**src/rtl/sd_spi_pkg.sv**
```systemverilog
// sd_spi_pkg: shared types, constants and helpers for the SD-over-SPI receive path
package sd_spi_pkg;
   typedef enum logic [2:0] {S_IDLE, S_TXBIT, S_CMD, S_ARG, S_CRC, S_END} state_t;
   localparam logic [6:0] CRC7_POLY = 7'h09;
   function automatic int frame_bits(input int cmd_w, input int arg_w);
      return 2 + cmd_w + arg_w + 7 + 1;
   endfunction
endpackage

```
**src/rtl/sd_crc7_serial.sv**
```systemverilog
// sd_crc7_serial: bit-serial CRC7 (x^7+x^3+1, init 0); clear with enable restarts from zero and absorbs the bit
module sd_crc7_serial
   import sd_spi_pkg::*;
(
   input  logic       clock,
   input  logic       reset,
   input  logic       clear,
   input  logic       enable,
   input  logic       data,
   output logic [6:0] crc
);
   logic [6:0] base;
   logic       fb;
   // Select the starting value and the feedback bit for this step
   always_comb begin
      base = clear ? 7'h00 : crc;
      fb   = base[6] ^ data;
   end
   // Advance the LFSR on enable, or zero it on a bare clear
   always_ff @(posedge clock or negedge reset) begin
      if (!reset) crc <= 7'h00;
      else if (clear || enable) crc <= enable ? ({base[5:0], 1'b0} ^ (fb ? CRC7_POLY : 7'h00)) : 7'h00;
   end
endmodule

```
**src/rtl/sd_spi_cmd_frame_rx.sv**
```systemverilog
// sd_spi_cmd_frame_rx: SD-over-SPI command-frame deserialiser with CRC7 check and one-entry output buffer
module sd_spi_cmd_frame_rx
   import sd_spi_pkg::*;
#(
   parameter int CMD_WIDTH = 6,
   parameter int ARG_WIDTH = 32,
   parameter int CRC_EN    = 1,
   parameter int LSB_FIRST = 0
) (
   input  logic                 clock,
   input  logic                 reset,
   input  logic                 io_SPI_CS,
   input  logic                 io_SPI_DI,
   output logic                 io_SPI_DO,
   output logic                 io_valid,
   input  logic                 io_ready,
   output logic [CMD_WIDTH-1:0] io_Command,
   output logic [ARG_WIDTH-1:0] io_CommandArgument,
   output logic                 io_CrcOk,
   output logic                 io_FrameError,
   output logic                 io_Overrun,
   output logic                 io_Busy
);
   localparam int MAX_CA = (CMD_WIDTH > ARG_WIDTH) ? CMD_WIDTH : ARG_WIDTH;
   localparam int MAX_W  = (MAX_CA > 7) ? MAX_CA : 7;
   localparam int CNT_W  = $clog2(MAX_W);

   state_t               state, next;
   logic [CNT_W-1:0]     cnt;
   logic [CMD_WIDTH-1:0] cmd_sr;
   logic [ARG_WIDTH-1:0] arg_sr;
   logic [6:0]           crc_sr, crc_calc;
   logic                 done, frame_err, crc_clr, crc_en;

   assign io_SPI_DO = 1'b1;
   assign io_Busy   = state != S_IDLE;
   assign crc_clr   = state == S_IDLE;
   assign crc_en    = !io_SPI_CS && ((state == S_IDLE && !io_SPI_DI) || state == S_TXBIT ||
                                     state == S_CMD || state == S_ARG);

   sd_crc7_serial u_crc (
      .clock  (clock),
      .reset  (reset),
      .clear  (crc_clr),
      .enable (crc_en),
      .data   (io_SPI_DI),
      .crc    (crc_calc)
   );

   // State register
   always_ff @(posedge clock or negedge reset) begin
      if (!reset) state <= S_IDLE;
      else state <= next;
   end

   // Next-state decode plus frame-complete and framing-error strobes; CS high aborts silently
   always_comb begin
      next      = state;
      done      = 1'b0;
      frame_err = 1'b0;
      if (io_SPI_CS) next = S_IDLE;
      else begin
         case (state)
            S_IDLE:  next = io_SPI_DI ? S_IDLE : S_TXBIT;
            S_TXBIT: begin
               next      = io_SPI_DI ? S_CMD : S_IDLE;
               frame_err = !io_SPI_DI;
            end
            S_CMD:   next = (cnt == CNT_W'(CMD_WIDTH - 1)) ? S_ARG : S_CMD;
            S_ARG:   next = (cnt == CNT_W'(ARG_WIDTH - 1)) ? S_CRC : S_ARG;
            S_CRC:   next = (cnt == CNT_W'(6)) ? S_END : S_CRC;
            S_END: begin
               next      = S_IDLE;
               done      = io_SPI_DI;
               frame_err = !io_SPI_DI;
            end
            default: next = S_IDLE;
         endcase
      end
   end

   // Bit counter restarts on every state entry and idles at zero
   always_ff @(posedge clock or negedge reset) begin
      if (!reset) cnt <= '0;
      else cnt <= (next != state || state == S_IDLE) ? '0 : cnt + 1'b1;
   end

   // Field shift registers; command/argument direction is selectable, CRC is always MSB-first
   always_ff @(posedge clock or negedge reset) begin
      if (!reset) begin
         cmd_sr <= '0;
         arg_sr <= '0;
         crc_sr <= '0;
      end else begin
         if (state == S_CMD)
            cmd_sr <= (LSB_FIRST != 0) ? {io_SPI_DI, cmd_sr[CMD_WIDTH-1:1]} : {cmd_sr[CMD_WIDTH-2:0], io_SPI_DI};
         if (state == S_ARG)
            arg_sr <= (LSB_FIRST != 0) ? {io_SPI_DI, arg_sr[ARG_WIDTH-1:1]} : {arg_sr[ARG_WIDTH-2:0], io_SPI_DI};
         if (state == S_CRC) crc_sr <= {crc_sr[5:0], io_SPI_DI};
      end
   end

   // Output buffer: load when empty or draining this cycle, otherwise drop and flag overrun
   always_ff @(posedge clock or negedge reset) begin
      if (!reset) begin
         io_valid           <= 1'b0;
         io_Command         <= '0;
         io_CommandArgument <= '0;
         io_CrcOk           <= 1'b0;
         io_FrameError      <= 1'b0;
         io_Overrun         <= 1'b0;
      end else begin
         io_FrameError <= frame_err;
         io_Overrun    <= done && io_valid && !io_ready;
         if (done && (!io_valid || io_ready)) begin
            io_valid           <= 1'b1;
            io_Command         <= cmd_sr;
            io_CommandArgument <= arg_sr;
            io_CrcOk           <= (CRC_EN == 0) || (crc_sr == crc_calc);
         end else if (io_valid && io_ready) io_valid <= 1'b0;
      end
   end
endmodule
```
**config.mk**
```make
export PLATFORM = sky130hd
export DESIGN_NAME = sd_spi_cmd_frame_rx
export DESIGN_NICKNAME = d
export VERILOG_FILES = /design/src/rtl/sd_spi_pkg.sv /design/src/rtl/sd_crc7_serial.sv /design/src/rtl/sd_spi_cmd_frame_rx.sv
export SDC_FILE = /design/constraint.sdc
export NUM_CORES = 1
export LEC_CHECK = 0
export ABC_AREA = 1
export CORE_AREA = 3 3 85 103
export DETAILED_ROUTE_END_ITERATION = 10
export DIE_AREA = 0 0 88 106
export GPL_ROUTABILITY_DRIVEN = 0
export GPL_TIMING_DRIVEN = 0
export PLACE_DENSITY = 0.77
export SETUP_SLACK_MARGIN = 0.2
export SLEW_MARGIN = 20
export SYNTH_ARGS = -nofsm -noshare
export SYNTH_HDL_FRONTEND = slang
export SYNTH_SLANG_ARGS = --single-unit
```
**constraint.sdc**
```tcl
create_clock -name clock -period 1.96 [get_ports clock]
set_input_delay 0.196 -clock clock [delete_from_list [all_inputs] [get_ports clock]]
set_output_delay 0.196 -clock clock [all_outputs]
set_load 0.005 [all_outputs]
```
Word level (Yosys, flattened, before mapping):

Index checks and enable logic that the tools add are counted.

* register bits after elaboration: 102
* bits of input ports: 5
* output and inout bits: 44
* logic and storage cells: 62

* $add $sub $neg: 1
* equal/unequal tests: 10
* mux-type cells: 17
* bitwise logic cells: 2
* reduce and logical (&&, ||, !) cells: 20

Operators with widths (number)
* one-hot mux 3 bit (5 select lines): 1
* two-way mux 7 bit: 2
* equality test 5 x 3 -> 1 bit (second input constant): 2
* two-way mux 1 bit: 9
* equality test 7 bit: 1
* XOR 7 bit: 1
* equality test 3 x 2 -> 1 bit (second input constant): 2
* equality test 3 bit (second input constant): 2
* logical AND 1 bit: 6
* logical OR 1 bit: 6
* two-way mux 3 bit: 2
* adder 5 x 1 -> 5 bit (second input constant): 1
* equality test 5 bit (second input constant): 1
* two-way mux 5 bit: 1
* logical NOT 1 bit: 4
* two-way mux 4 bit: 1
* equality test 3 x 1 -> 1 bit (second input constant): 1
* logical NOT 3 bit: 1
* inequality test 3 bit: 1
* nonzero test 3 bit: 1
* two-way mux 2 bit: 1
* nonzero test 2 bit: 1
* OR reduction 2 bit: 1
* XOR 1 bit: 1

Logic depth before layout (Yosys ltp):

Gate-level depths: netlist of the first run.

* depth after elaboration: 7
* gate-level depth with buffers: 12
* mapped depth without buffers: 12

Cells and area by module:

From an unflattened synthesis of the first run, not the netlist that was laid out.

* cell total of the unflattened synthesis: 440
* area total of the unflattened synthesis: 4139.0 µm²

By module, submodules not included
* sd_spi_cmd_frame_rx: times used 1, cells an instance 404, area an instance 3829.9 µm², sequential area each 2377.3 µm²
* sd_crc7_serial: times used 1, cells an instance 36, area an instance 309.0 µm², sequential area each 175.2 µm²

Worst setup path before layout of the first run:

OpenSTA, ideal clock, no wires.

* path kind: reg2reg
* start: register cnt[0]
* end: register cnt[0]
* setup time: 72 ps
* arrival: 1600 ps
* required time: 1888 ps
* slack: 288 ps
* stages on the path, launching flop included: 13
* path buffers: 0
* period minus slack after synthesis: 1672 ps
* path through: dfrtp_1 ha_1 and3_1 ha_1 inv_1 nand2_1 nand3_1 nand2_1 nand2_1 nand2_1 nor2_1 nand3_2 nor2_1

* cells in the longest elaborated chain, start to end: 7
* elaborated cells between the ends (all ways): 12
* those cells by class: add/sub (1); eq/ne (4); mux (6); reduce/logical (1)

Ends and longest elaborated chain
* start: declaration: RTL line sd_spi_cmd_frame_rx.sv:29 `logic [CNT_W-1:0] cnt;`
* start signal: assignment: RTL line sd_spi_cmd_frame_rx.sv:85 `else cnt <= (next != state || state == S_IDLE) ? '0 : cnt + 1'b1;`
* equality test 5 x 3 -> 1 bit, or another cell as far along: RTL line sd_spi_cmd_frame_rx.sv:71 `S_CRC: next = (cnt == CNT_W'(6)) ? S_END : S_CRC;`
* two-way mux 1 bit, or another cell as far along: RTL line sd_spi_cmd_frame_rx.sv:71
* one-hot mux 3 bit (5 select lines): RTL line sd_spi_cmd_frame_rx.sv:63 `case (state)`
* two-way mux 3 bit: RTL line sd_spi_cmd_frame_rx.sv:61 `if (io_SPI_CS) next = S_IDLE;`
* inequality test 3 bit: RTL line sd_spi_cmd_frame_rx.sv:85
* logical OR 1 bit: RTL line sd_spi_cmd_frame_rx.sv:85
* two-way mux 5 bit (*): RTL line sd_spi_cmd_frame_rx.sv:85

Every way passes the cells marked *; elsewhere a longest branch is shown, timed or not.
A chain may end at the register's enable or synchronous reset.

Worst setup path after layout of the first run:

* start: register cnt[0]
* end: register cnt[2]

The elaborated chain is that of the path after synthesis.

==> flow_summary.ini, run 1 <==
[global_route]
grt_max_degree = 74
grt_pass1_vias = 3125
grt_pass1_wl_um = 14290
grt_antenna_before_repair = 0
grt-ovfl-total = 0
track_usage_pct = 19.22

[synth]
yosysTopAreaCell = dfrtp_1
synth-main-ff-cell = dfrtp_1
synth_edf_count = 0
syn_nets = 441
synth_seq_cells = 102
synth_common_cells = nand2_1 (104), dfrtp_1 (102), inv_1 (58), o21ai_0 (52), o21ai_2 (20)
synth_area_mm2 = 0.004248
avgSynthCellArea_um2 = 9.788
seq_area_frac_synth_pct = 60.09
ys_warn_count = 0
synth_cells = 434
ys_types = 33
synth_top_area_share_pct = 60.09
synth_most_common_cell = nand2_1
async_flop_share_pct = 100.0
yosys-top-cells-area = dfrtp_1 (60%), nand2_1 (9.2%), o21ai_0 (6.1%)

[route]
drt-vias-per-instance = 5.102
wl_per_cell_um = 13.67
dr.pass1.iters = 4
vias = 3046
route.detailed.drc = 0
wl_um = 8162
ant_nets = 0
first_iter_violations = 185

[critical_path]
cp.required_ns = 2.26
worst-path-buf-inv = 1
worstSetupStartpointType = register
slowest_stage = dfrtp_1
cp-end-kind = register
crit_arrival_ns = 2.08
regToRegEndpoint = cnt[2]$_DFF_PN0_
cp_max_fo = 5
critPathTopFamily = simple AND/OR/NAND/NOR gates
r2r_cells = 12
r2r_slack_ns = 0.18
rr_startpoint = cnt[0]$_DFF_PN0_
worst_path_largest_cell_delay_ns = 0.40
path_class = register to register
path_cells = ha_2, and3_4, ha_4, inv_2, nand2_2, nand3_2, nand2_2, nand2_1, nand2_1, nor2_2, nand3_4, nor2_2

[place]
dpl_worst_slack_ns = 0.03660
dp_cells = 573
place_hpwl_um = 5613
io_buffers = 46

[min_path]
hp-class = input port to register
hold_start = io_SPI_DI
hold_depth = 2
min_to = io_FrameError$_DFF_PN0_

[die]
die_h_um = 106
die_w_um = 88
initial_core_util_pct = 54.80
ios = 49
core_region_area_mm2 = 0.007751
rows = 35
dieArea_mm2 = 0.009328

[layout]
syn2layout_area_growth_pct = 22.86
finalNonFillerCells = 597
fillers = 605
drive_gt1_share_pct = 18.61
nNetsFinal = 507
antenna_cells = 0

[sta]
max_freq_mhz = 560.3
finalClockSkew_ns = 0.01131
final.setup.worst_slack_ns = 0.1751
finalHoldViolCount = 0
drv_slew = 0
setup_viol = 0
fin_crit_ns = 1.785
finalCritPeriodShare_pct = 91.07
rsz0062_at_grt = true

[clocking]
clock-sinks = 102
clkTransAtPathRegs_ns = 0.09
clk_path_buf_depth = 2
cts_root_buf = clkbuf_8
htree_levels = 3
numCtsBuffers = 9
clock_latency_ns = 0.36
cts_tree = built

[pwr]
design_power_total_mw = 4.059
peakVddDrop_uv = 493.2
leakagePower_nw = 2.403
p_per_area_mw_per_mm2 = 777.8

[status]
status = completed

[flow_run]
cap_viol_max_count = 0
==> where the power goes <==
| part | leakage (nW) | switching [mW] | total, mW | internal (mW) |
|---|---|---|---|---|
| registers | 1.40 | 0.0581 | 2.26 | 2.20 |
| clock network | 0.112 | 0.749 | 1.49 | 0.737 |
| logic | 0.887 | 0.203 | 0.314 | 0.111 |
==> placed cells by master, fill, tap and decap left out, types with 4 or more instances in the layout <==
cell | synthesis | final
dfrtp_1 | 102 | 101
nand2_1 | 104 | 99
inv_1 | 58 | 57
o21ai_0 | 52 | 51
clkdlybuf4s50_1 | 0 | 44
o21ai_2 | 20 | 20
nand3_1 | 15 | 14
o21ai_1 | 10 | 11
buf_6 | 8 | 10
xor2_1 | 9 | 9
clkbuf_8 | 0 | 9
buf_4 | 1 | 8
nor2_2 | 2 | 7
nand2_2 | 1 | 6
buf_2 | 7 | 6
nor2_1 | 11 | 5
clkbuf_1 | 5 | 5
inv_2 | 3 | 4
mux2_2 | 4 | 4
==> area by class of cell <==
| class | instances | area (µm²) | area share (%) |
|---|---|---|---|
| timing repair buffer | 55 | 550.5 | 10.55 |
| inverter | 61 | 229.0 | 4.387 |
| clock buffer | 9 | 123.9 | 2.374 |
| buffer | 22 | 162.7 | 3.117 |
| clock inverter | 7 | 105.1 | 2.014 |
| tap | 92 | 115.1 | 2.206 |
| multi-input combinational | 249 | 1379 | 26.42 |
| sequential | 102 | 2554 | 48.93 |
==> cell families after synthesis <==
logic type                 Yosys count  share of synthesized area (%)
muxes                                4                          1.060
buffers and inverters               83                          9.072
other                                1                        0.08828
AOI/OAI and AO/OA                   89                          12.49
DFF                                102                          60.09
adders and majority gates            2                         0.5890
xor gates and xnor gates            10                          2.062
and+or+nand+nor                    143                          14.55
==> sequential cells by signal, indices dropped and copies added, names as in the netlist, 3 cells and up <==
register            flops
io_CommandArgument     32
u_crc.crc               7
cmd_sr                  6
io_Command              6
arg_sr                 32
crc_sr                  7
state                   3
cnt                     5
==> worst max path at each step <==
stage	startpoint	to	slack, ns	depth (start not counted)
finish	cnt[0]$_DFF_PN0_	cnt[2]$_DFF_PN0_	0.18	12
global placement	reset	crc_sr[1]$_DFFE_PN0P_	-2.94	1
detailed placement	io_SPI_CS	u_crc.crc[5]$_DFFE_PN0P_	0.04	6
CTS	cnt[1]$_DFF_PN0_	cnt[0]$_DFF_PN0_	0.21	12
floorplan	cnt[0]$_DFF_PN0_	cnt[0]$_DFF_PN0_	0.29	12
global route	cnt[1]$_DFF_PN0_	cnt[2]$_DFF_PN0_	0.07	12
==> through the flow <==
stage | instance area, µm² | hold WS (ns) | setup TNS, ns | util, %
finish | 5219 | 0.1899 | 0 | 67.33
global route | 5219 | 0.1782 | 0 | 67.33
global placement | 4823 | 0.4593 | -298.81 | 62.23
CTS | 5164 | 0.1567 | 0 | 66.62
detailed placement | 4852 | 0.09025 | 0 | 62.60
floorplan | 4248 | -0.09959 | 0 | -
==> routing by layer <==
layer  up-vias  part of all wire [%]  track usage [%]
met2        54                    52            33.08
met3        11                   3.0            4.264
met4         0                   1.2            4.605
met1      1486                    44            24.43
li1       1495                     -                -
met5         -                     0                0
==> timing repair <==
| item | in CTS | in global routing |
|---|---|---|
| buffers inserted | 5 | 2 |
| hold buffers | 1 | 0 |
| setup endpoints to repair | 6 | 8 |
| hold endpoints to repair | 29 | 0 |
| resized for setup | 10 | 15 |
| pin swaps | 6 | 7 |
No activity file was read; power rests on OpenSTA's default activity.
==> run 2: changes to the inputs <==
- GPL_ROUTABILITY_DRIVEN: 0 -> default
- HOLD_SLACK_MARGIN: default -> 0.02
==> results of run 2 <==
Final layout, timing and power as in run 1 (identical DEF).
==> run 3: changes to the inputs <==
- CORE_AREA: 3 3 85 103 -> 2 2 88 106
- DIE_AREA: 0 0 88 106 -> 0 0 90 108
- PLACE_DENSITY: 0.77 -> 0.71
==> flow_summary.ini, run 3 (synthesis results as in run 1) <==
[critical_path]
cp_max_fo = 5
cp-end-kind = register
crit_arrival_ns = 2.02
r2r_cells = 12
regToRegEndpoint = cnt[2]$_DFF_PN0_
worstSetupStartpointType = register
path_class = register to register
rr_startpoint = cnt[0]$_DFF_PN0_
cp.required_ns = 2.26
r2r_slack_ns = 0.24

[layout]
nNetsFinal = 506
fillers = 746
largestRegisters = arg_sr: 32 flops, io_CommandArgument: 32 flops
syn2layout_area_growth_pct = 22.18
drive_gt1_share_pct = 17.26
finalNonFillerCells = 621
final_cell_mix = dfrtp_1 (101), nand2_1 (99), inv_1 (57)
antenna_cells = 0
ff_latch_area_mm2 = 0.002554
multi_input_area_mm2 = 0.001374
final_common_cell = dfrtp_1
final_area_mm2 = 0.005190

[pwr]
peakVddDrop_uv = 303.6
leakagePower_nw = 2.384
p_per_area_mw_per_mm2 = 735.4

[die]
core_region_area_mm2 = 0.008611
rows = 37
die_h_um = 108
ios = 49
dieArea_mm2 = 0.009720
initial_core_util_pct = 49.33
die_w_um = 90

[place]
placed_area_mm2 = 0.004883
place_hpwl_um = 5431
dp_cells = 598
gp_congestion = 0.8867
io_buffers = 46

[route]
drt-vias-per-instance = 4.844
route.detailed.drc = 0
dr.pass1.iters = 4
first_iter_violations = 197
ant_nets = 0
vias = 3008
wl_per_cell_um = 12.66
wl_um = 7863

[clocking]
numCtsBuffers = 9
htree_levels = 3
clock-sinks = 102
clk_path_buf_depth = 2
clkTransAtPathRegs_ns = 0.09
cts_tree = built
clock_latency_ns = 0.37
cts_root_buf = clkbuf_8

[sta]
setup_viol = 0
fin_crit_ns = 1.723
finalHoldViolCount = 0
rsz0062_at_grt = true
drv_slew = 0
hold_ws_ns = 0.1867
finalClockSkew_ns = 0.006204
max_freq_mhz = 580.3
finalCritPeriodShare_pct = 87.91

[min_path]
hold_start = io_SPI_DI
hold_depth = 2
min_to = io_FrameError$_DFF_PN0_
hp-class = input port to register

[global_route]
grt_pass1_vias = 2894
grt-ovfl-total = 0
grt_antenna_before_repair = 0
track_usage_pct = 17.73
grt_pass1_wl_um = 13590
grt_max_degree = 80

[status]
status = completed

[flow_run]
cap_viol_max_count = 0
run 3: worst max path at each step:
stage	startpoint	end	slack, ns	cells after the start
final	cnt[0]$_DFF_PN0_	cnt[2]$_DFF_PN0_	0.24	12
after global routing	cnt[0]$_DFF_PN0_	cnt[2]$_DFF_PN0_	0.15	12
after CTS	cnt[1]$_DFF_PN0_	cnt[4]$_DFF_PN0_	0.21	12
after detailed placement	cnt[0]$_DFF_PN0_	cnt[4]$_DFF_PN0_	0.09	12
after global placement	reset	crc_sr[1]$_DFFE_PN0P_	-3.02	1
after floorplan	cnt[0]$_DFF_PN0_	cnt[0]$_DFF_PN0_	0.29	12
run 3: routing by layer:
metal  vias up  wire length, µm  global-route usage (%)
li1       1493                -                       -
met1      1431             3696                   23.19
met2        65             3670                   28.09
met3        19              267                   3.833
met4         0              229                   9.341
met5         -                0                       0
run 3: timing repair:
item / in CTS / in global routing
endpoints found under the hold margin: 23 / 0
gates resized for setup: 9 / 13
pin swaps: 5 / 6
buffers inserted: 5 / 1
endpoints found under the setup margin: 6 / 8
hold buffers: 1 / 0
run 3: final cells by class:
class                      instances  share of cell area (%)
sequential                       102                   49.20
multi-input combinational        249                   26.47
timing repair buffer              54                   10.46
inverter                          61                   4.412
buffer                            22                   3.134
tap                              117                   2.821
clock buffer                      11                   2.531
clock inverter                     5                  0.9643
run 3: stage by stage:
| step | power (mW) | setup WS [ns] | util, % | setup TNS, ns |
|---|---|---|---|---|
| finish | 3.817 | 0.2369 | 60.27 | 0 |
| global route | 3.999 | 0.1498 | 60.27 | 0 |
| CTS | 3.846 | 0.2094 | 59.75 | 0 |
| detailed placement | 2.573 | 0.08518 | 56.71 | 0 |
| global placement | 2.558 | -3.017 | 56.38 | -307.05 |
| floorplan | 2.459 | 0.2878 | - | 0 |
run 3: worst max-delay path, cell delays in order, from the launching register on:
cell,delay (ns)
dfrtp_1,0.41
ha_2,0.19
and3_4,0.18
ha_4,0.16
inv_2,0.05
nand2_2,0.05
nand3_2,0.08
nand2_2,0.06
nand2_1,0.06
nand2_1,0.05
nor2_2,0.13
nand3_4,0.11
nor2_1,0.11
run 3: report_power, final:
| group | leakage, nW | internal (mW) | switching [mW] |
|---|---|---|---|
| clock | 0.0968 | 0.583 | 0.670 |
| combinational | 0.883 | 0.111 | 0.193 |
| sequential | 1.40 | 2.20 | 0.0595 |
| total | 2.38 | 2.89 | 0.922 |
